===== src/rtl/aud_pkg.sv =====
// aud_pkg: shared types and constants for the codec audio capture path.
// Holds the capture FSM state encoding, the default sample width and the
// BIT_DELAY values for the two supported serial formats.
package aud_pkg;
    typedef enum logic [1:0] {S_IDLE, S_ALIGN, S_LEFT, S_RIGHT} aud_state_e;
    localparam int AUD_DATA_W    = 16;
    localparam int BIT_DELAY_I2S = 1;
    localparam int BIT_DELAY_LJ  = 0;
endpackage


===== src/rtl/aud_pin_sync.sv =====
// aud_pin_sync: N-stage synchroniser for an asynchronous pin, with rise detect.
// Ports: i_clk/i_rst system clock and sync reset, i_d raw pin,
//        o_rise one-cycle pulse when the synchronised pin goes 0->1.
module aud_pin_sync #(
    parameter int N = 2
) (
    input  logic i_clk,
    input  logic i_rst,
    input  logic i_d,
    output logic o_rise
);
    logic [N-1:0] sync_q;
    logic         prev_q;
    always_ff @(posedge i_clk) begin
        if (i_rst) begin
            sync_q <= '0;
            prev_q <= 1'b0;
        end else begin
            sync_q <= {sync_q[N-2:0], i_d};
            prev_q <= sync_q[N-1];
        end
    end
    assign o_rise = sync_q[N-1] & ~prev_q;
endmodule


===== src/rtl/aud_adc_receiver.sv =====
// aud_adc_receiver: deserialises codec ADC stereo frames onto a valid/ready output.
// Ports: i_clk/i_rst clock and sync reset, i_en capture enable,
//        i_bclk/i_lrck/i_adcdat asynchronous codec pins,
//        o_left/o_right/o_valid/i_ready held frame handshake,
//        o_overrun/i_clr_ovr sticky dropped-frame flag, o_busy shifting a channel.
module aud_adc_receiver
    import aud_pkg::*;
#(
    parameter int DATA_W      = AUD_DATA_W,
    parameter int BIT_DELAY   = BIT_DELAY_I2S,
    parameter int SYNC_STAGES = 2
) (
    input  logic              i_clk,
    input  logic              i_rst,
    input  logic              i_en,
    input  logic              i_bclk,
    input  logic              i_lrck,
    input  logic              i_adcdat,
    output logic [DATA_W-1:0] o_left,
    output logic [DATA_W-1:0] o_right,
    output logic              o_valid,
    input  logic              i_ready,
    output logic              o_overrun,
    input  logic              i_clr_ovr,
    output logic              o_busy
);
    localparam int CW = $clog2(DATA_W + BIT_DELAY + 1);
    localparam int IW = $clog2(DATA_W);
    localparam logic [CW-1:0] C_LO  = CW'(BIT_DELAY);
    localparam logic [CW-1:0] C_HI  = CW'(BIT_DELAY + DATA_W);
    localparam logic [IW-1:0] I_TOP = IW'(DATA_W - 1 + BIT_DELAY);

    logic [SYNC_STAGES-1:0] lrck_sq, dat_sq;
    logic                   bit_stb, lrck_s, dat_s, lrck_prev_q, lrck_edge;
    logic                   cap, frame_done, load;
    aud_state_e             state_q;
    logic [CW-1:0]          cnt_q;
    logic [IW-1:0]          idx;
    logic [DATA_W-1:0]      sh_q, left_w_q, left_q, right_q;
    logic                   valid_q, ovr_q;

    aud_pin_sync #(.N(SYNC_STAGES)) u_bclk_sync (
        .i_clk  (i_clk),
        .i_rst  (i_rst),
        .i_d    (i_bclk),
        .o_rise (bit_stb)
    );

    // LRCK and data use the same depth as BCLK so all three stay aligned.
    always_ff @(posedge i_clk) begin
        if (i_rst) begin
            lrck_sq <= '0;
            dat_sq  <= '0;
        end else begin
            lrck_sq <= {lrck_sq[SYNC_STAGES-2:0], i_lrck};
            dat_sq  <= {dat_sq[SYNC_STAGES-2:0], i_adcdat};
        end
    end

    assign lrck_s     = lrck_sq[SYNC_STAGES-1];
    assign dat_s      = dat_sq[SYNC_STAGES-1];
    assign lrck_edge  = bit_stb & (lrck_s ^ lrck_prev_q);
    // cnt_q counts strobes since the slot's LRCK edge (the edge strobe is 0).
    assign cap        = (cnt_q >= C_LO) && (cnt_q < C_HI);
    assign idx        = I_TOP - IW'(cnt_q);
    assign frame_done = i_en && state_q == S_RIGHT && lrck_edge && !lrck_s;
    assign load       = !valid_q || i_ready;

    always_ff @(posedge i_clk) begin
        if (i_rst) begin
            state_q     <= S_IDLE;
            lrck_prev_q <= 1'b0;
            cnt_q       <= '0;
            sh_q        <= '0;
            left_w_q    <= '0;
            left_q      <= '0;
            right_q     <= '0;
            valid_q     <= 1'b0;
            ovr_q       <= 1'b0;
        end else begin
            if (bit_stb) lrck_prev_q <= lrck_s;
            if (!i_en) state_q <= S_IDLE;
            else if (state_q == S_IDLE) state_q <= S_ALIGN;
            else if (state_q == S_ALIGN) begin
                if (lrck_edge && !lrck_s) state_q <= S_LEFT;
            end else if (lrck_edge)
                state_q <= (state_q == S_LEFT && lrck_s) ? S_RIGHT :
                           (state_q == S_RIGHT && !lrck_s) ? S_LEFT : S_ALIGN;
            if (state_q == S_LEFT && lrck_edge) left_w_q <= sh_q;
            // A fresh slot starts zeroed so missing LSBs commit as zero.
            if (lrck_edge) begin
                cnt_q <= CW'(1);
                sh_q  <= {(BIT_DELAY == 0) && dat_s, {(DATA_W-1){1'b0}}};
            end else if (bit_stb) begin
                cnt_q <= (cnt_q == C_HI) ? cnt_q : cnt_q + CW'(1);
                if (cap) sh_q[idx] <= dat_s;
            end
            if (frame_done && load) begin
                left_q  <= left_w_q;
                right_q <= sh_q;
                valid_q <= 1'b1;
            end else if (valid_q && i_ready) valid_q <= 1'b0;
            ovr_q <= (frame_done && !load) || (ovr_q && !i_clr_ovr);
        end
    end

    assign o_left    = left_q;
    assign o_right   = right_q;
    assign o_valid   = valid_q;
    assign o_overrun = ovr_q;
    assign o_busy    = (state_q == S_LEFT) || (state_q == S_RIGHT);
endmodule


===== config.mk =====
export PLATFORM = sky130hd
export DESIGN_NAME = aud_adc_receiver
export DESIGN_NICKNAME = d
export VERILOG_FILES = /design/src/rtl/aud_pkg.sv /design/src/rtl/aud_pin_sync.sv /design/src/rtl/aud_adc_receiver.sv
export SDC_FILE = /design/constraint.sdc
export NUM_CORES = 1
export LEC_CHECK = 0
export ABC_CLOCK_PERIOD_IN_PS = 4100
export BUFFER_PORTS_ARGS = -buffer_cell sky130_fd_sc_hd__buf_2
export CAP_MARGIN = 20
export CELL_PAD_IN_SITES_DETAIL_PLACEMENT = 0
export CELL_PAD_IN_SITES_GLOBAL_PLACEMENT = 1
export CORE_UTILIZATION = 30
export DETAILED_ROUTE_END_ITERATION = 6
export GPL_TIMING_DRIVEN = 0
export PLACE_DENSITY = 0.55
export REMOVE_ABC_BUFFERS = 1
export SKIP_LAST_GASP = 1
export SYNTH_ARGS = -nofsm -noshare
export SYNTH_HDL_FRONTEND = slang
export SYNTH_HIERARCHICAL = 1
export SYNTH_SLANG_ARGS = --single-unit

===== constraint.sdc =====
create_clock -name i_clk -period 4.1 [get_ports i_clk]
set_input_delay 0.205 -clock i_clk [delete_from_list [all_inputs] [get_ports i_clk]]
set_output_delay 0.205 -clock i_clk [all_outputs]
set_load 0.01 [all_outputs]

==> results of run 1 <==
per-layer routing:
| metal | up-vias | part of all wire (%) |
|---|---|---|
| met3 | 9 | 3.9 |
| li1 | 1166 | - |
| met5 | - | 0 |
| met4 | 0 | 1.7 |
| met1 | 1060 | 50 |
| met2 | 37 | 44 |
path summary, 6_finish.rpt:
check	startpoint	endpoint	slack (ns)
min	i_bclk	u_bclk_sync/sync_q[0]	0.06
max	u_bclk_sync/sync_q[1]	o_right[12]	1.69
min reg2reg	dat_sq[0]	dat_sq[1]	0.44
max reg2reg	u_bclk_sync/sync_q[1]	o_right[12]	1.69
synthesized netlist by cell type (all sizes together), types with 2 or more instances:
cell / number
and3: 2
inv: 3
mux2i: 66
a21boi: 5
o21ai: 7
buf: 10
ha: 6
nor2b: 14
nor3: 2
nor2: 58
nand4: 2
nand2: 28
a32o: 2
nand3: 3
xor2: 4
dfxtp: 81
nand2b: 2
a21oi: 4
clkbuf: 8
o2111a: 3
power breakdown:
part / switching, mW / internal, mW / total (mW)
Combinational: 0.0304 / 0.0168 / 0.0471
Clock: 0.271 / 0.378 / 0.649
Sequential: 0.00450 / 0.790 / 0.795
kinds of logic (layout without fill, tap and decap cells):
| family | after synthesis | in the layout | share of synthesized area, % |
|---|---|---|---|
| flops | 81 | 81 | 49.7 |
| simple gates | 116 | 116 | 16.1 |
| mux | 66 | 66 | 20.2 |
| compound gates | 27 | 27 | 6.40 |
| fa+ha+maj | 6 | 6 | 2.30 |
| buf+inv | 21 | 64 | 3.98 |
| xor+xnor | 5 | 5 | 1.34 |
layout make-up:
cell class | instances | area, um^2 | area share [%]
clock buffers | 14 | 163 | 4.25
clock inverters | 2 | 60.1 | 1.57
repair buffers | 45 | 285 | 7.45
flip-flops and latches | 81 | 1620 | 42.3
inverters | 3 | 11.3 | 0.294
well taps | 136 | 170 | 4.44
multi-input cells | 220 | 1520 | 39.7
state kept, by name, indices dropped and copies added, names as in the netlist, 2 cells and up:
signal,cells
dat_sq,2
left_w_q,16
o_right,16
cnt_q,5
sh_q,16
u_bclk_sync/sync_q,2
o_left,16
lrck_sq,2
state_q,2
critical path: stages (launching register included):
cell and delay [ns]:
dfxtp_1 0.33, nor2b_2 0.56, nand2_1 0.21, nor3_4 0.68, buf_16 0.23, mux2i_1 0.20
nor2_1 0.05
placed cells by master, fill, tap and decap left out, drive strengths merged:
cell	netlist	routed
or2	1	1
and3	2	2
bufinv	0	2
ha	6	6
o21ai	7	7
a221oi	1	1
dfxtp	81	81
nand4	2	2
nand2b	2	2
nor2b	14	14
a211o	1	1
nand3b	1	1
nand4b	1	1
o31ai	1	1
nand3	3	3
clkbuf	8	14
xnor2	1	1
mux2i	66	66
nand2	28	28
o2111a	3	3
a22o	1	1
a21boi	5	5
o311ai	1	1
o41ai	1	1
a32o	2	2
a21oi	4	4
or4	1	1
inv	3	3
buf	10	45
xor2	4	4
or3	1	1
nor2	58	58
nor3	2	2
stage by stage:
step                      power (mW)  util, %
final                           1.49     36.8
after global routing            1.56     36.8
after CTS                       1.52     36.6
after detailed placement       0.859     34.5
after global placement         0.859     33.9
after floorplan                0.839        -
==> impl_metrics.ini, run 1 <==
[sta]
rsz0062_at_grt = no
max_freq_mhz = 415
worst_pin_slew_ns = 0.750
drv_slew = 0
timing_hold_violations_final = 0
finalCritPeriodShare_pct = 58.8
holdWs_ns = 0.0637
fin_skew_ns = 0.00802
finalSetupViolCount = 0
maxSlewHeadroom_pct = 50.0
timing.setup.tns_ns = 0
fin_crit_ns = 2.41
setup_slack_ns = 1.69

[setup_path]
start_kind = flip-flop
path_max_fanout = 16
crit_arrival_ns = 2.62
crit_type = reg -> reg
crit_required_ns = 4.31
worstRegToRegCells = 6
end_kind = flip-flop

[placement]
pre_cts_slack_ns = 1.60
dpl.cell_count = 484
placed_area_um2 = 3590
place_hpwl_um = 4070
gp_congestion = 0.716
port-buffer-count = 42

[floorplan]
start_util_pct = 31.4
core-area_um2 = 10400
die_w_um = 106
die_y_um = 106
io_pins = 43
die-area_um2 = 11300
rows = 37

[power]
power.leakage_nw = 1.68
irDropWorstVdd_mv = 0.130
power_density_nw_per_um2 = 389

[logic_synthesis]
ys_seq_area_share_pct = 49.7
postSynthCellCount = 322
yosysWarnings = 6
ys_async_sr_fraction_pct = 0
synth.avg_cell_area_um2 = 10.1
synth_top_area_share_pct = 49.7
yosysTopAreaCell = dfxtp_1
synth_area_leaders = dfxtp_1 (50%), mux2i_1 (20%), nor2_1 (6.7%)
synth.distinct_cells = 42
synth-edff-count = 0
syn_area_um2 = 3270
synth_ff_type = dfxtp_1
ys_seq_elements = 81

[drt]
routed_via_density = 4.53
drc = 0
drtIter0Drc = 76
post_drt_wl_per_cell_um = 12.5
via_count = 2272
antenna_left = 0
wl_um = 6240
drt_pass1_iterations = 4

[job]
max-cap-violations = 0

[clocking]
post_cts_buffers = 0
cts_resized = 0
cts_buffers = 9
clock_latency_ns = 0.34
path_clk_slew_ns = 0.08
cts_root_buf = clkbuf_8
postCtsHoldBufs = 0
cts.sinks = 81
cts_tree = built
clock_path_buffers = 2
h-tree-depth = 3

[cells_and_area]
fillers = 1110
area_delta_synth_final_pct = 17.3
finalInstanceArea_um2 = 3830
drive_gt1_share_pct = 17.8
antenna_cells = 0
num-nets-final = 374
stdcell_count = 501

[outcome]
status = complete, no violations

[grt]
grtUsageTotal_pct = 12.1
grt_max_degree = 63
antenna_found_initial = 0
gr-usage-met3_pct = 3.49
grt_pass1_vias = 2189
grt-ovfl-total = 0
use_met1_pct = 15.3
use_met2_pct = 19.0
busiest_layer = met2
grt_pass1_wl_um = 10600

[hold_path]
hold-path-cell-count = 2
hold_path.class = in -> reg
No activity file was read; power rests on OpenSTA's default activity.
==> run 2: changes to the inputs <==
ABC_CLOCK_PERIOD_IN_PS = 2300   (was 4100)
clock period = 2.3 ns   (was 4.1 ns; I/O delays follow)
==> run 2 against run 1 <==
  * Clock skew up 0.00065 ns
  * Maximum frequency grew 23%
  * Sequential share of layout area fell by 0.92 points
  * Die area stayed put
  * Cell count increased by 1.2%
  * Register-to-register slack got worse by 1.3 ns
  * Via count increased by 1.3%
  * Combinational power up 92%
  * Worst setup slack got worse by 1.3 ns
  * Global-route usage rose by 0.12 points
  * Total power grew 79%
  * Non-clock buffer count up 6
  * Largest cell class unchanged
==> impl_metrics.ini, run 2 (synthesis gave the netlist of run 1 again) <==
[outcome]
status = complete, no violations

[sta]
worst_pin_slew_ns = 0.596
drv_slew = 0
fin_skew_ns = 0.00866
rsz0062_at_grt = no
holdWs_ns = 0.0834
max_freq_mhz = 511
finalSetupViolCount = 0
setup_slack_ns = 0.342
fin_crit_ns = 1.96
maxSlewHeadroom_pct = 60.3
timing_hold_violations_final = 0
finalCritPeriodShare_pct = 85.1

[floorplan]
die_y_um = 106
die-area_um2 = 11300
rows = 37
start_util_pct = 31.4
core-area_um2 = 10400
io_pins = 43
die_w_um = 106

[clocking]
cts_root_buf = clkbuf_8
cts_buffers = 9
cts_tree = built
h-tree-depth = 3
path_clk_slew_ns = 0.08
cts.sinks = 81
clock_latency_ns = 0.35
clock_path_buffers = 2

[drt]
post_drt_wl_per_cell_um = 12.4
drc = 0
drt_pass1_iterations = 4
drtIter0Drc = 73
via_count = 2301
routed_via_density = 4.54
antenna_left = 0
wl_um = 6310

[setup_path]
crit_type = reg -> reg
worstPathCellList = inv_1 > ha_1 > or2_2 > o2111a_1 > o21ai_0 > mux2i_1
cpPeakStageDelay_ns = 0.53
end_kind = flip-flop
start_kind = flip-flop
worstRegToRegCells = 6
path_max_fanout = 10
slowest_stage = dfxtp_1
crit_arrival_ns = 2.22
crit_required_ns = 2.56

[power]
p_sw_mw = 0.547
irDropWorstVdd_mv = 0.231
power.leakage_nw = 1.71
p_int_mw = 2.12
power_frac_comb_pct = 3.4
pwr-share-clk_pct = 43.4
switching_share_pct = 20.5
p_seq_share_pct = 53.2
power_density_nw_per_um2 = 680

[cells_and_area]
antenna_cells = 0
stdcell_count = 507
area_delta_synth_final_pct = 19.9
num-nets-final = 380
final_common_cell = dfxtp_1
layout_common_cells = dfxtp_1 (81), mux2i_1 (66), nor2_1 (58), buf_2 (42), nand2_1 (28)
fin_util_pct = 37.6
finalInstanceArea_um2 = 3920
drive_gt1_share_pct = 18.3
fillers = 1099

[placement]
gp_congestion = 0.716
port-buffer-count = 42
place_hpwl_um = 4070
placed_area_um2 = 3590
dpl.cell_count = 484
pre_cts_slack_ns = -0.158

[grt]
grt_pass1_vias = 2232
grt_max_degree = 63
busiest_layer = met2
use_met1_pct = 15.4
gr-usage-met3_pct = 3.49
grtUsageTotal_pct = 12.2
grt_pass1_wl_um = 10800
antenna_found_initial = 0
use_met2_pct = 19.3
grt-ovfl-total = 0

[job]
max-cap-violations = 0

[hold_path]
hold_path.class = in -> reg
hold-path-cell-count = 4
==> run 2: path summary, 6_finish.rpt <==
check	from	slack (ns)	endpoint
max	cnt_q[1]	0.34	sh_q[2]
min	i_clr_ovr	0.08	o_overrun
max reg2reg	cnt_q[1]	0.34	sh_q[2]
min reg2reg	lrck_sq[0]	0.44	lrck_sq[1]
==> run 2: area by class of cell <==
cell class / count / area (um^2) / share of cell area, %
well taps: 136 / 170 / 4.35
multi-input cells: 220 / 1540 / 39.3
flip-flops and latches: 81 / 1620 / 41.4
repair buffers: 51 / 350 / 8.95
inverters: 3 / 11.3 / 0.288
clock buffers: 14 / 163 / 4.15
clock inverters: 2 / 60.1 / 1.53
==> run 2: power groups by stage <==
stage	logic, mW	registers, mW	clock network, mW
floorplan	0.0467	1.45	0
global placement	0.0803	1.45	0
detailed placement	0.0815	1.45	0
CTS	0.0873	1.42	1.21
global route	0.101	1.42	1.27
finish	0.0905	1.42	1.16
==> run 2: critical path: cells and delay by family, from the launching register on <==
family          cells  cell delay, ns
mux                 1            0.21
fa+ha+maj           1            0.22
compound gates      2            0.48
simple gates        1            0.30
flops               1            0.53
buf+inv             1            0.13
==> run 2: what timing repair did <==
item	4_1_cts	5_1_grt
endpoints found under the hold margin	3	0
setup buffers	3	0
hold buffers	3	0
resized for setup	1	2
pin swaps	1	0
endpoints found under the setup margin	27	20
==> run 2: layer usage <==
metal / vias up / wire length, um
li1: 1180 / -
met1: 1073 / 3130
met2: 39 / 2830
met3: 9 / 242
met4: 0 / 103
met5: - / 0
==> run 2: through the flow <==
step	total power [mW]	TNS, ns
finish	2.66	0
global route	2.79	0
CTS	2.72	0
detailed placement	1.53	-5.12
global placement	1.53	-62.60
floorplan	1.49	-27.73
==> run 3: changes to the inputs <==
PLACE_DENSITY = not set   (was 0.55)
PLACE_DENSITY_LB_ADDON = 0.1   (was not set)
==> run 3 against run 2 <==
  * Final area decreased by 1.1%
  * Worst setup slack got worse by 0.13 ns
  * Combinational power decreased by 0.4%
  * Sequential share of layout area increased by 0.45 points
  * Clock skew increased by 0.00061 ns
  * Die area unchanged
==> impl_metrics.ini, run 3 (synthesis gave the netlist of run 1 again) <==
[setup_path]
start_kind = flip-flop
path_max_fanout = 16
crit_required_ns = 2.52
crit_type = reg -> reg
end_kind = flip-flop
crit_arrival_ns = 2.31

[clocking]
cts.sinks = 81
clock_latency_ns = 0.35
cts_tree = built
clock_path_buffers = 2
h-tree-depth = 3
cts_buffers = 9
path_clk_slew_ns = 0.08
cts_root_buf = clkbuf_8

[cells_and_area]
num-nets-final = 380
final_common_cell = dfxtp_1
drive_gt1_share_pct = 18.4
stdcell_count = 506
area_delta_synth_final_pct = 18.6
antenna_cells = 0
layout_common_cells = dfxtp_1 (81), mux2i_1 (66), nor2_1 (58), buf_2 (42), nand2_1 (28)

[sta]
timing.setup.tns_ns = 0
rsz0062_at_grt = yes
fin_skew_ns = 0.00928
finalCritPeriodShare_pct = 90.6
finalSetupViolCount = 0
max_freq_mhz = 480
timing_hold_violations_final = 0
maxSlewHeadroom_pct = 51.3
fin_crit_ns = 2.08
drv_slew = 0
worst_pin_slew_ns = 0.727

[placement]
port-buffer-count = 42
dpl.cell_count = 484
place_hpwl_um = 4060
gp_congestion = 0.754

[power]
p_sw_mw = 0.546
pwr-share-clk_pct = 42.5
p_int_mw = 2.08
p_seq_share_pct = 54.0
power_density_nw_per_um2 = 677
switching_share_pct = 20.8
power_frac_comb_pct = 3.4
power.leakage_nw = 1.70
irDropWorstVdd_mv = 0.301

[drt]
antenna_left = 0
routed_via_density = 4.51
drtIter0Drc = 79
drc = 0
drt_pass1_iterations = 4
post_drt_wl_per_cell_um = 12.4
wl_um = 6280
via_count = 2280

[grt]
grt-ovfl-total = 0
antenna_found_initial = 0
grt_pass1_wl_um = 10700
grt_max_degree = 63
grt_pass1_vias = 2274
grtUsageTotal_pct = 12.1

[job]
max-cap-violations = 0

[floorplan]
io_pins = 43
die-area_um2 = 11300
die_y_um = 106
die_w_um = 106
start_util_pct = 31.4
rows = 37
core-area_um2 = 10400

[hold_path]
hold_path.class = in -> reg

[outcome]
status = complete, no violations
## run 3: final timing paths
kind	end	startpoint	slack, ns	cells after the start
worst min-delay path	state_q[1]	i_en	0.06	3
worst min register to register	lrck_sq[1]	lrck_sq[0]	0.44	1
worst max-delay path	o_right[4]	u_bclk_sync/sync_q[1]	0.22	7
worst max register to register	o_right[4]	u_bclk_sync/sync_q[1]	0.22	7
## run 3: worst max-delay path, stage by stage (launching register included)
cell,delay [ns]
dfxtp_1,0.32
nor2b_2,0.61
nand2_1,0.22
nor3_4,0.21
buf_4,0.15
buf_8,0.17
mux2i_1,0.22
nor2_1,0.05
## run 3: metal layers
metal  vias to the layer above  track usage (%)  share of wire (%)
li1                       1182                -                  -
met1                      1052             15.0                 50
met2                        37             19.3                 45
met3                         9             3.49                3.7
met4                         0             5.65                1.6
met5                         -                0                  0
## run 3: power by group through the flow
stage	Combinational [mW]	Sequential, mW	Clock (mW)
2_1_floorplan	0.0467	1.45	0
3_3_place_gp	0.0809	1.45	0
3_5_place_dp	0.0820	1.45	0
4_1_cts	0.0873	1.42	1.17
5_1_grt	0.102	1.42	1.21
6_report	0.0901	1.42	1.12
## run 3: cell type report
class | instances | area (um^2)
clock buffers | 12 | 145
clock inverters | 3 | 65.1
fillers | 1066 | 6540
inverters | 3 | 11.3
multi-input cells | 220 | 1540
flip-flops and latches | 81 | 1620
well taps | 136 | 170
repair buffers | 51 | 325
## run 3: stage by stage
stage / setup slack (ns) / cell area, um^2 / power, mW / hold WS [ns] / utilization (%)
2_1_floorplan: -0.866 / 3150 / 1.49 / 0.184 / -
3_3_place_gp: -1.97 / 3530 / 1.53 / 0.325 / 33.9
3_5_place_dp: -0.153 / 3580 / 1.53 / 0.329 / 34.3
4_1_cts: 0.106 / 3850 / 2.68 / 0.0419 / 36.9
5_1_grt: -0.00595 / 3870 / 2.73 / 0.0640 / 37.2
6_report: 0.216 / 3870 / 2.62 / 0.0635 / 37.2
## run 3: what timing repair did
item                                    CTS  global route
gates cloned                              0             0
pin swaps                                 1             0
endpoints found under the hold margin     3             0
endpoints found under the setup margin   27             1
buffers inserted                          3             0
hold buffers                              3             0
resized for setup                         1             1
